**src/rtl/dcache_2way_wt.sv**
```systemverilog
// Two-way set-associative write-through, no-write-allocate data cache.
// Loads that hit return in the same cycle. Load misses refill through a
// request/acknowledge memory port. Every store is written through to memory;
// a store that hits also updates the cached word. Replacement is LRU per set.
module dcache_2way_wt #(
  parameter int ADDRESS_WIDTH = 32,
  parameter int DATA_WIDTH    = 32,
  parameter int SET_WIDTH     = 3,
  parameter int TAG_WIDTH     = ADDRESS_WIDTH - SET_WIDTH - 2,
  parameter int COUNT_WIDTH   = 16
) (
  input  logic                     clk,
  input  logic                     rst_n,
  input  logic                     cpu_req,
  input  logic                     cpu_we,
  input  logic [ADDRESS_WIDTH-1:0] cpu_addr,
  input  logic [DATA_WIDTH-1:0]    cpu_wd,
  output logic [DATA_WIDTH-1:0]    cpu_rd,
  output logic                     cpu_ready,
  input  logic                     flush,
  output logic                     mem_req,
  output logic                     mem_we,
  output logic [ADDRESS_WIDTH-1:0] mem_addr,
  output logic [DATA_WIDTH-1:0]    mem_wd,
  input  logic [DATA_WIDTH-1:0]    mem_rd,
  input  logic                     mem_ack,
  output logic [COUNT_WIDTH-1:0]   hit_count,
  output logic [COUNT_WIDTH-1:0]   miss_count
);
  localparam int OFF  = $clog2(DATA_WIDTH / 8);
  localparam int SETS = 1 << SET_WIDTH;
  localparam int WA   = ADDRESS_WIDTH - OFF;   // word-address width

  typedef enum logic [1:0] {IDLE, MISS, WRITE, RESP} state_e;
  state_e state_q, state_d;

  logic [SETS-1:0][1:0]     valid_q, valid_d;
  logic [SETS-1:0]          lru_q, lru_d;     // names the least-recently-used way
  logic [TAG_WIDTH-1:0]     tag_q  [SETS][2];
  logic [DATA_WIDTH-1:0]    data_q [SETS][2];
  logic [WA-1:0]            addr_q, addr_d;   // latched word address
  logic [DATA_WIDTH-1:0]    wd_q, wd_d;
  logic [DATA_WIDTH-1:0]    rd_q, rd_d;       // last load data returned to the CPU
  logic [COUNT_WIDTH-1:0]   hit_q, hit_d, miss_q, miss_d;

  // Array write port, shared by store hits and refills
  logic                     arr_we;
  logic [SET_WIDTH-1:0]     arr_set;
  logic                     arr_way;
  logic [TAG_WIDTH-1:0]     arr_tag;
  logic [DATA_WIDTH-1:0]    arr_data;

  logic [SET_WIDTH-1:0]     cpu_set, lat_set;
  logic [TAG_WIDTH-1:0]     cpu_tag, lat_tag;
  logic [1:0]               hit_way;
  logic                     hit, hit_w, victim;
  logic [DATA_WIDTH-1:0]    hit_data;
  logic                     unused_off;

  assign unused_off = ^cpu_addr[OFF-1:0];

  // Combinational lookup on the live CPU address and victim choice on the latched one
  always_comb begin
    cpu_set  = cpu_addr[OFF +: SET_WIDTH];
    cpu_tag  = cpu_addr[ADDRESS_WIDTH-1 -: TAG_WIDTH];
    hit_way[0] = valid_q[cpu_set][0] && (tag_q[cpu_set][0] == cpu_tag);
    hit_way[1] = valid_q[cpu_set][1] && (tag_q[cpu_set][1] == cpu_tag);
    hit      = |hit_way;
    hit_w    = hit_way[1];
    hit_data = data_q[cpu_set][hit_w];
    lat_set  = addr_q[SET_WIDTH-1:0];
    lat_tag  = addr_q[WA-1 -: TAG_WIDTH];
    // Prefer an empty way (way0 first) before evicting the LRU way
    if (!valid_q[lat_set][0])      victim = 1'b0;
    else if (!valid_q[lat_set][1]) victim = 1'b1;
    else                           victim = lru_q[lat_set];
  end

  // Next-state, array update and CPU/memory handshake outputs
  always_comb begin
    state_d   = state_q;
    valid_d   = valid_q;
    lru_d     = lru_q;
    addr_d    = addr_q;
    wd_d      = wd_q;
    rd_d      = rd_q;
    hit_d     = hit_q;
    miss_d    = miss_q;
    arr_we    = 1'b0;
    arr_set   = cpu_set;
    arr_way   = hit_w;
    arr_tag   = cpu_tag;
    arr_data  = cpu_wd;
    cpu_ready = 1'b0;
    cpu_rd    = rd_q;
    mem_req   = 1'b0;
    mem_we    = 1'b0;
    case (state_q)
      IDLE: begin
        if (flush) begin
          valid_d = '0;
          lru_d   = '0;
        end else if (cpu_req) begin
          if (hit) begin
            lru_d[cpu_set] = ~hit_w;
            hit_d = (&hit_q) ? hit_q : hit_q + COUNT_WIDTH'(1);
          end
          if (cpu_we) begin
            arr_we  = hit;   // no-write-allocate: a missing store leaves the array alone
            addr_d  = cpu_addr[ADDRESS_WIDTH-1:OFF];
            wd_d    = cpu_wd;
            state_d = WRITE;
          end else if (hit) begin
            cpu_ready = 1'b1;
            cpu_rd    = hit_data;
            rd_d      = hit_data;
          end else begin
            addr_d  = cpu_addr[ADDRESS_WIDTH-1:OFF];
            miss_d  = (&miss_q) ? miss_q : miss_q + COUNT_WIDTH'(1);
            state_d = MISS;
          end
        end
      end
      MISS: begin
        mem_req = 1'b1;
        if (mem_ack) begin
          arr_we   = 1'b1;
          arr_set  = lat_set;
          arr_way  = victim;
          arr_tag  = lat_tag;
          arr_data = mem_rd;
          valid_d[lat_set][victim] = 1'b1;
          lru_d[lat_set] = ~victim;
          rd_d     = mem_rd;
          state_d  = RESP;
        end
      end
      WRITE: begin
        mem_req = 1'b1;
        mem_we  = 1'b1;
        if (mem_ack) state_d = RESP;
      end
      RESP: begin
        cpu_ready = 1'b1;
        state_d   = IDLE;
      end
      default: state_d = IDLE;
    endcase
  end

  assign mem_addr   = {addr_q, {OFF{1'b0}}};
  assign mem_wd     = wd_q;
  assign hit_count  = hit_q;
  assign miss_count = miss_q;

  // Control state, valid/LRU bits, latches and counters
  always_ff @(posedge clk or negedge rst_n) begin
    if (!rst_n) begin
      state_q <= IDLE;
      valid_q <= '0;
      lru_q   <= '0;
      addr_q  <= '0;
      wd_q    <= '0;
      rd_q    <= '0;
      hit_q   <= '0;
      miss_q  <= '0;
    end else begin
      state_q <= state_d;
      valid_q <= valid_d;
      lru_q   <= lru_d;
      addr_q  <= addr_d;
      wd_q    <= wd_d;
      rd_q    <= rd_d;
      hit_q   <= hit_d;
      miss_q  <= miss_d;
    end
  end

  // Tag and data storage, not reset (qualified by the valid bits)
  always_ff @(posedge clk) begin
    if (arr_we) begin
      tag_q[arr_set][arr_way]  <= arr_tag;
      data_q[arr_set][arr_way] <= arr_data;
    end
  end
endmodule

```
**config.mk**
```make
export PLATFORM = sky130hd
export DESIGN_NAME = dcache_2way_wt
export DESIGN_NICKNAME = d
export VERILOG_FILES = /design/src/rtl/dcache_2way_wt.sv
export SDC_FILE = /design/constraint.sdc
export NUM_CORES = 1
export LEC_CHECK = 0
export BUFFER_PORTS_ARGS = -buffer_cell sky130_fd_sc_hd__clkbuf_2
export CORE_ASPECT_RATIO = 2
export CORE_MARGIN = 2
export CORE_UTILIZATION = 55
export DETAILED_ROUTE_END_ITERATION = 16
export PLACE_DENSITY = 0.73
export SETUP_SLACK_MARGIN = 0.3
export SLEW_MARGIN = 5
export SYNTH_ARGS = -nofsm -noshare
export SYNTH_HDL_FRONTEND = slang
export SYNTH_SLANG_ARGS = --single-unit
```
**constraint.sdc**
```tcl
create_clock -name clk -period 22.3 [get_ports clk]
set_clock_uncertainty 0.1 [all_clocks]
set_input_delay 1.115 -clock clk [delete_from_list [all_inputs] [get_ports clk]]
set_output_delay 1.115 -clock clk [all_outputs]
set_load 0.005 [all_outputs]
```
---- After elaboration in Yosys (flattened, before gate mapping) ----
Memories as Yosys holds them, arrays and structs flattened.
Index checks and enable logic that the tools add are counted.
Widths: inputs -> output; s select.
storage, ports and cells
  bits in registers ....................... 152
  bits in writable memories ............... 944
  bits of input ports ..................... 102
  output and inout port bits .............. 131
  word-level logic and storage cells ...... 143
  memories ................................ 2
cells by class
  add/sub/neg operators ................... 2
  magnitude comparators ................... 9
  equal/unequal tests ..................... 14
  multiplexer cells ....................... 71
  bitwise logic cells ..................... 10
  reduce and logical (&&, ||, !) cells .... 20
memory list
  name    depth  width  rd ports  clocked after memory_dff  write ports  line  text
  data_q  8      64     1         0                         1            40    logic [DATA_WIDTH-1:0] data_q [SETS][2];
  tag_q   8      54     1         0                         1            39    logic [TAG_WIDTH-1:0] tag_q [SETS][2];
operator list
  kind                   count
  $mux 32                12
  $mux 27                3
  $mux 64                1
  $pmux 32 s2            1
  $mux 30                2
  $eq 27x27->1           2
  $mux 54                1
  $add 16x1->16 const B  2
  $demux 32 s1           1
  $mux 16                2
  $mux 8                 4
  $pmux 16 s2            1
  $reduce_and 16->1      2
  $demux 27 s1           1
  $mux 1                 19
  $bwmux 8               2
  $mux 2                 8
  $or 16x16->16          1
  $pmux 8 s2             1
  $reduce_and 4->1       4
  $bmux 2 s3             2
  $ne 2x2->1 const B     5
  $ne 3x3->1 const B     3
  $lt 3x4->1 const B     2
  other kinds (25)       44

---- Longest topological paths before layout ----
Gate-level depths: netlist (run 1).
  word-level depth ........................ 13
  gate-level depth with buffers ........... 17

---- Worst setup path before layout (run 1) ----
No wires, ideal clock.
  kind .................................... in2reg
  start point ............................. in cpu_addr[3]
  end point ............................... mem data_q[0][32] (netlist bit) (enable)
  setup time .............................. 0.548 ns
  arrival time ............................ 7.608 ns
  setup slack ............................. 14.044 ns
  stages .................................. 13
  buffers on the path ..................... 4
  path through ............................ buf_6 > buf_6 > buf_6 > mux2_2 > a22oi_1 > a21oi_1 > nand3b_1 > or4_1 > nor4b_2 > or2_1 > buf_6 > a21oi_1 > nor3_1
between the ends
  longest elaborated chain between the ends .. 11
ends and longest elaborated chain
  element                                                                line  text
  from (decl)                                                            16    input logic [ADDRESS_WIDTH-1:0] cpu_addr,
  $mem_v2 8x54 / $bmux 2 s3 (equally long branches)                      n/a
  $eq 27x27->1 / $mux 2 (equally long branches)                          67    hit_way[1] = valid_q[cpu_set][1] && (tag_q[cpu_set][1] == cpu_tag);
  $logic_and 1x1->1                                                      67
  $mux 1                                                                 126   if (mem_ack) begin
  $mux 1                                                                 98    case (state_q)
  $not 1->2 (not written as such)                                        183   data_q[arr_set][arr_way] <= arr_data;
  $ge 2x2->1 (not written as such) / $lt 2x1->1 (equally long branches)  183
  $logic_and 1x1->1 (not written as such)                                183
  $mux 32 (not written as such)                                          183
  $demux 32 s1                                                           183
  $mux 64 (not written as such)                                          183
  to (decl)                                                              40
Several ways; a longest one is shown, not always the timed one. The select of a mux whose other input is x is not followed.

---- Final worst setup path (run 1) ----
  start point ............................. in cpu_addr[3]
  end point ............................... out cpu_rd[26]
between the ends
  longest elaborated chain between the ends .. 12
ends and longest elaborated chain
  element                                            line  text
  $mem_v2 8x54 / $bmux 2 s3 (equally long branches)  n/a
  $eq 27x27->1 / $mux 2 (equally long branches)      67
  $logic_and 1x1->1                                  67
  $not 1->2 (not written as such)                    70    hit_data = data_q[cpu_set][hit_w];
  $mux 32 (not written as such) (3 in series)        70
  $mux 32 (*) (3 in series)                          n/a
  $mux 32 (*)                                        100   if (flush) begin
  $mux 32 (*)                                        98
  to (decl)                                          18    output logic [DATA_WIDTH-1:0] cpu_rd,
Every way passes the cells marked *; elsewhere a longest branch is shown, timed or not. The select of a mux whose other input is x is not followed.

==> results_dict.tcl, run 1 <==
set metrics [dict create \
    fin_cells 3968 \
    yosysMostFrequentCell "edfxtp_1" \
    cts_hold_buf 0 \
    met2_usage_pct 50.25 \
    crit_path_max_fanout 80 \
    synth-main-ff-cell "edfxtp_1" \
    met1_usage_pct 34.35 \
    synth_edf_count 944 \
    dpl.cell_count 3802 \
    start_kind "input pin" \
    drt-vias-per-instance 6.511 \
    wl_mm 116.3 \
    synth_cells 2631 \
    root_buffer "clkbuf_16" \
    reg2reg_from "tag_q[6][6]" \
    setup_viol 0 \
    drive_above_1_share_pct 21.76 \
    grt_max_degree 98 \
    wl_per_cell_microns 29.31 \
    drt_iter0_markers 2409 \
    cp_cell_sequence "buf_8 -> buf_4 -> buf_4 -> mux4_2 -> mux2i_1 -> xnor2_1 -> a2111oi_0 -> buf_4 -> and4_1 -> and4_2 -> buf_4 -> buf_4 -> o221ai_1 -> o31a_1 -> mux2_1 -> clkbuf_2" \
    initial_core_util_pct 55.62 \
    cts_tree "yes" \
    post-route-period-util_pct 38.34 \
    h-tree-depth 3 \
    cp-endpoint "cpu_rd[26]" \
    critPathKind "input pin to output pin" \
    max_slew.worst_pin.slew_ps 1116 \
    dp_hpwl_mm 67.56 \
    die_w_microns 204.2 \
    cts-resized-gates 0 \
    cts_buffers 90 \
    rsz0062_at_grt "false" \
    cp-startpoint "cpu_addr[3]" \
    top_usage_layer "met2" \
    cpPeakStageDelay_ps 790 \
    reg2reg_slack_ps 16280 \
    vias 25836 \
    final.min_clock_period_ps 8550 \
    port_buffers 228 \
    status "finished, final reports clean" \
    r2r-end "data_q[5][30]" \
    grtUsageMet3_pct 3.781 \
    netlist.area_leader.share_pct 64.28 \
    slowest_stage "buf_4" \
    min_path_type "register to register" \
    power.density_nw_per_um2 101.6 \
    grt_first_pass_wirelength_mm 170.5 \
    ys_warn_count 0 \
    drc 0 \
    crit_arrival_ps 7330 \
    grt_use_total_pct 28.42 \
    cts_sinks 1096 \
    clock.fmax_ghz 0.1170 \
    hold_viol_final 0 \
    synth.area.top_cells "edfxtp_1, dfrtp_1, mux4_2" \
    gr-total-overflow 0 \
    drt_pre_antenna_iters 6 \
    synth_common_cells "edfxtp_1, dfrtp_1, mux2i_1" \
    clkSlewWorstSetupHoldPaths_ps 70 \
    antenna_found_initial 1 \
    synth-seq-cells 1096 \
    ir_drop_mv 0.07554 \
    cts_setup_buffers 0 \
    clk_latency_ps 690 \
    required_ps 21090 \
    hold_depth 1 \
    die_y_microns 404.4 \
    io_pins 233 \
    insertedDiodeCount 0 \
    first_global_vias 26734 \
    fin_nets 2966 \
    syn_area_sq_um 44100 \
    drv_slew 0 \
    yosys.cell_types.count 69 \
    cpMostUsedCell "buf_4" \
    core_area_sq_um 79280 \
    row_count 146 \
    slew_headroom_pct 25.41 \
    synth-seq-area-share_pct 72.91 \
    end_kind "output pin" \
    fin_setup_tns_ps 0 \
    maxCapViolCount 0 \
    yosysTopAreaCell "edfxtp_1" \
    area_growth_pct 11.89 \
    leakage_nw 17.75 \
    fin_util_pct 62.24 \
    dieArea_sq_um 82600 \
    gp_congestion 0.8469 \
    reg2regPathDepth 13 \
    cts_buffer_depth 3 \
    postRouteAntennaNets 0 \
    async_reset_ff_share_pct 13.87 \
    avgSynthCellArea_sq_um 16.76 \
]
per-stage QoR:
stage / hold WS [ps] / total power, mW / instance area (sq um) / worst slack (ps)
after floorplan: 364.6 / 3.119 / 44100 / 14040
final: 396.2 / 5.013 / 49340 / 13750
after CTS: 396.6 / 5.025 / 49340 / 13680
after global routing: 410.4 / 5.177 / 49340 / 13460
after detailed placement: 383.6 / 3.473 / 46430 / 13340
after global placement: 378.0 / 3.431 / 46430 / 13480
worst min-delay path by stage:
| stage | start | endpoint | slack, ps |
|---|---|---|---|
| after floorplan | lru_q[1] | lru_q[1] | 360 |
| after global placement | hit_count[9] | hit_count[9] | 380 |
| after detailed placement | hit_count[9] | hit_count[9] | 380 |
| after CTS | miss_count[15] | miss_count[15] | 400 |
| after global routing | miss_count[9] | miss_count[9] | 410 |
| final | hit_count[9] | hit_count[9] | 400 |
power breakdown:
| group | internal [mW] | switching (mW) |
|---|---|---|
| registers | 2.52 | 0.0970 |
| logic | 0.292 | 0.528 |
| clock network | 0.854 | 0.722 |
| total | 3.67 | 1.35 |
layout by cell type (no fill, tap or decap), drive strengths merged, types with 6 or more instances in the layout:
cell type,instances
o21ai,44
edfxtp,944
buf,70
clkinv,29
nand2b,9
mux2i,151
clkinvlp,8
mux4,69
o22ai,18
nor3,31
a22o,51
nor2b,10
a21oi,64
a31oi,20
a221o,36
and2,9
xnor2,33
a221oi,84
and3,48
dfrtp,152
nand2,142
o21a,10
nor2,108
clkbuf,345
a21o,38
nand3,28
xor2,35
inv,15
nand4,17
mux2,143
ha,6
a22oi,95
worst max-delay path, delay by kind of cell:
kind / cells / cell delay, ps
buffers and inverters: 7 / 3400
multiplexers: 3 / 1100
AO/OA/AOI/OAI: 3 / 960
AND/OR/NAND/NOR: 2 / 400
XOR/XNOR: 1 / 240
registers in the layout, indices dropped and copies added, names as in the netlist:
| name | count |
|---|---|
| lru_q | 8 |
| hit_count | 16 |
| valid_q | 16 |
| mem_wd | 32 |
| tag_q | 432 |
| miss_count | 16 |
| addr_q | 30 |
| state_q | 2 |
| rd_q | 32 |
| data_q | 512 |
layout make-up:
type	instances	area (sq um)
timing repair buffer	294	1662
fill	5619	29940
multi-input combinational	1364	11270
clock inverter	45	405.4
clock buffer	121	2511
inverter	12	45.04
tap	1036	1296
sequential	1096	32150
cell families after synthesis:
logic type / Yosys count / share of synthesized area (%)
adders and majority gates: 6 / 0.1702
buffers and inverters: 172 / 1.955
xor gates and xnor gates: 68 / 1.351
DFF: 1096 / 72.91
AOI/OAI and AO/OA: 499 / 8.450
other: 1 / 0.008504
and+or+nand+nor: 426 / 4.557
muxes: 363 / 10.60
metal layers:
layer / part of all wire (%) / vias to the layer above
met5: 0.0086 / -
met4: 4.8 / 2
met3: 7.8 / 299
met2: 52 / 1425
met1: 35 / 13161
li1: - / 10949
Power figures use the tool's default switching activity.
==> run 2, diff against run 1 <==
==> constraint.sdc (replaced) <==
create_clock -name clk -period 7.97 [get_ports clk]
set_clock_uncertainty 0.1 [all_clocks]
set_input_delay 0.3985 -clock clk [delete_from_list [all_inputs] [get_ports clk]]
set_output_delay 0.3985 -clock clk [all_outputs]
set_load 0.005 [all_outputs]
==> run 2 against run 1 <==
  * Sequential cell count unchanged
  * Critical path depth decreased by 1
  * Setup slack worse by 12000 ps
  * Core utilization increased by 1.2 points
  * Critical endpoint is now cpu_rd[27]
  * Via count grew 2.5%
  * Count of clock-buffer cells in the layout is the same
  * Cell area grew 1.9%
  * Largest power group unchanged
  * Global-route usage up 0.47 points
  * Critical path type unchanged
==> results_dict.tcl, run 2 (synthesized netlist as in run 1, its figures left out) <==
set metrics [dict create \
    cts_tree "yes" \
    start_kind "input pin" \
    status "finished, final reports clean" \
    wl_per_cell_microns 29.27 \
    fin_nets 3041 \
    critPathKind "input pin to output pin" \
    fin_setup_tns_ps 0 \
    gr-total-overflow 0 \
    largest_register_ffs 512 \
    row_count 146 \
    drt_pre_antenna_iters 6 \
    largestRegisters "data_q x512, tag_q x432" \
    vias 26483 \
    first_global_vias 27715 \
    top_register "data_q" \
    grt_use_total_pct 28.89 \
    grt_first_pass_wirelength_mm 173.4 \
    required_ps 7470 \
    leakage_nw 18.14 \
    core_area_sq_um 79280 \
    crit_path_max_fanout 39 \
    slew_headroom_pct 22.70 \
    initial_core_util_pct 55.62 \
    max_slew.worst_pin.slew_ps 1157 \
    layout_common_cells "edfxtp_1, clkbuf_2, dfrtp_1" \
    hold_viol_final 0 \
    gp_congestion 0.9097 \
    drt-vias-per-instance 6.554 \
    min_path_type "input pin to register" \
    port_buffers 228 \
    dieArea_sq_um 82600 \
    cts_buffer_depth 3 \
    root_buffer "clkbuf_16" \
    antenna_found_initial 2 \
    io_pins 233 \
    final_common_cell "edfxtp_1" \
    die_y_microns 404.4 \
    insertedDiodeCount 0 \
    maxCapViolCount 0 \
    ir_drop_mv 0.2196 \
    die_w_microns 204.2 \
    post-route-period-util_pct 77.15 \
    dp_hpwl_mm 69.28 \
    area_growth_pct 13.99 \
    ff_latch_area_sq_um 32150 \
    drive_above_1_share_pct 21.50 \
    cts_sinks 1096 \
    rsz0062_at_grt "false" \
    drv_slew 0 \
    drc 0 \
    wl_mm 118.3 \
    final.min_clock_period_ps 6149 \
    cts-resized-gates 0 \
    h-tree-depth 3 \
    drt_iter0_markers 2732 \
    fill_cells 5623 \
    fin_util_pct 63.40 \
    power.density_nw_per_um2 281.5 \
    clkSlewWorstSetupHoldPaths_ps 60 \
    setup_viol 0 \
    postRouteAntennaNets 0 \
    clock.fmax_ghz 0.1626 \
    clk_latency_ps 660 \
    cts_buffers 90 \
    end_kind "output pin" \
    crit_arrival_ps 5650 \
    multi_input_area_sq_um 11280 \
    grt_max_degree 93 \
]
run 2: cell types whose count changed in the layout (fill, tap and decap cells not counted), moves of 4 or more:
| cell | delta |
|---|---|
| buf_12 | +13 |
| clkbuf_8 | -5 |
| clkinv_1 | +4 |
| clkinv_2 | -5 |
| clkinvlp_4 | -4 |
| dlygate4sd3_1 | +60 |
run 2: critical path, stage by stage:
cell       delay, ps
buf_4            330
buf_4            430
nor2_4           860
a22oi_1          250
a21o_1           230
a2111oi_0        560
buf_4            210
and4_1           170
nor4b_2          410
or2_1            350
buf_4            390
nand2_2           80
buf_4            290
mux2_1           430
clkbuf_2         140
run 2: area by class of cell:
type	instances	share of cell area (%)
Inverter	12	0.08961
Multi-Input combinational cell	1364	22.44
Clock buffer	121	5.026
Tap cell	1036	2.579
Sequential cell	1096	63.96
Clock inverter	43	0.8612
Timing Repair Buffer	369	5.048
run 2: path summary, 6_finish.rpt:
| path | start | to | slack (ps) | cells past startpoint |
|---|---|---|---|---|
| hold reg to reg | miss_count[9] | miss_count[9] | 390 | 1 |
| hold / removal | cpu_addr[7] | addr_q[5] | 20 | 2 |
| max in group asynchronous | rst_n | rd_q[27] | 5920 | 3 |
| setup / recovery | cpu_addr[2] | cpu_rd[27] | 1820 | 15 |
| setup reg to reg | tag_q[6][40] | tag_q[6][36] | 3270 | 10 |
| min in group asynchronous | rst_n | addr_q[21] | 350 | 2 |
run 2: power breakdown:
group          internal [mW]  switching, mW  total (mW)
clock network           2.49           1.99        4.48
logic                  0.849           1.50        2.35
registers               7.05          0.273        7.32
total                   10.4           3.76        14.1
run 2: through the flow:
stage / cells / setup slack, ps / cell area [sq um] / power [mW] / hold slack, ps
detailed placement: 3817 / 1966 / 46710 / 9.734 / 379.0
CTS: 4041 / 1942 / 50270 / 14.17 / 0.3180
floorplan: 2632 / 430.3 / 44100 / 8.726 / 2.909
finish: 4041 / 1821 / 50270 / 14.15 / 23.84
global placement: 3817 / 1994 / 46710 / 9.604 / 377.9
global route: 4041 / 1669 / 50270 / 14.61 / 26.63
run 2: per-layer routing:
metal	vias up	track usage (%)	part of all wire, %
li1	11093	-	-
met4	4	16.64	5.9
met5	-	0	0.015
met1	13570	33.22	34
met2	1465	51.23	52
met3	351	4.167	7.6
run 2: repair_timing:
item                                   in CTS  in global routing
buffers inserted                            0                  0
hold buffers                               60                  0
endpoints found under the hold margin     150                  0
setup endpoints to repair                   0                  0
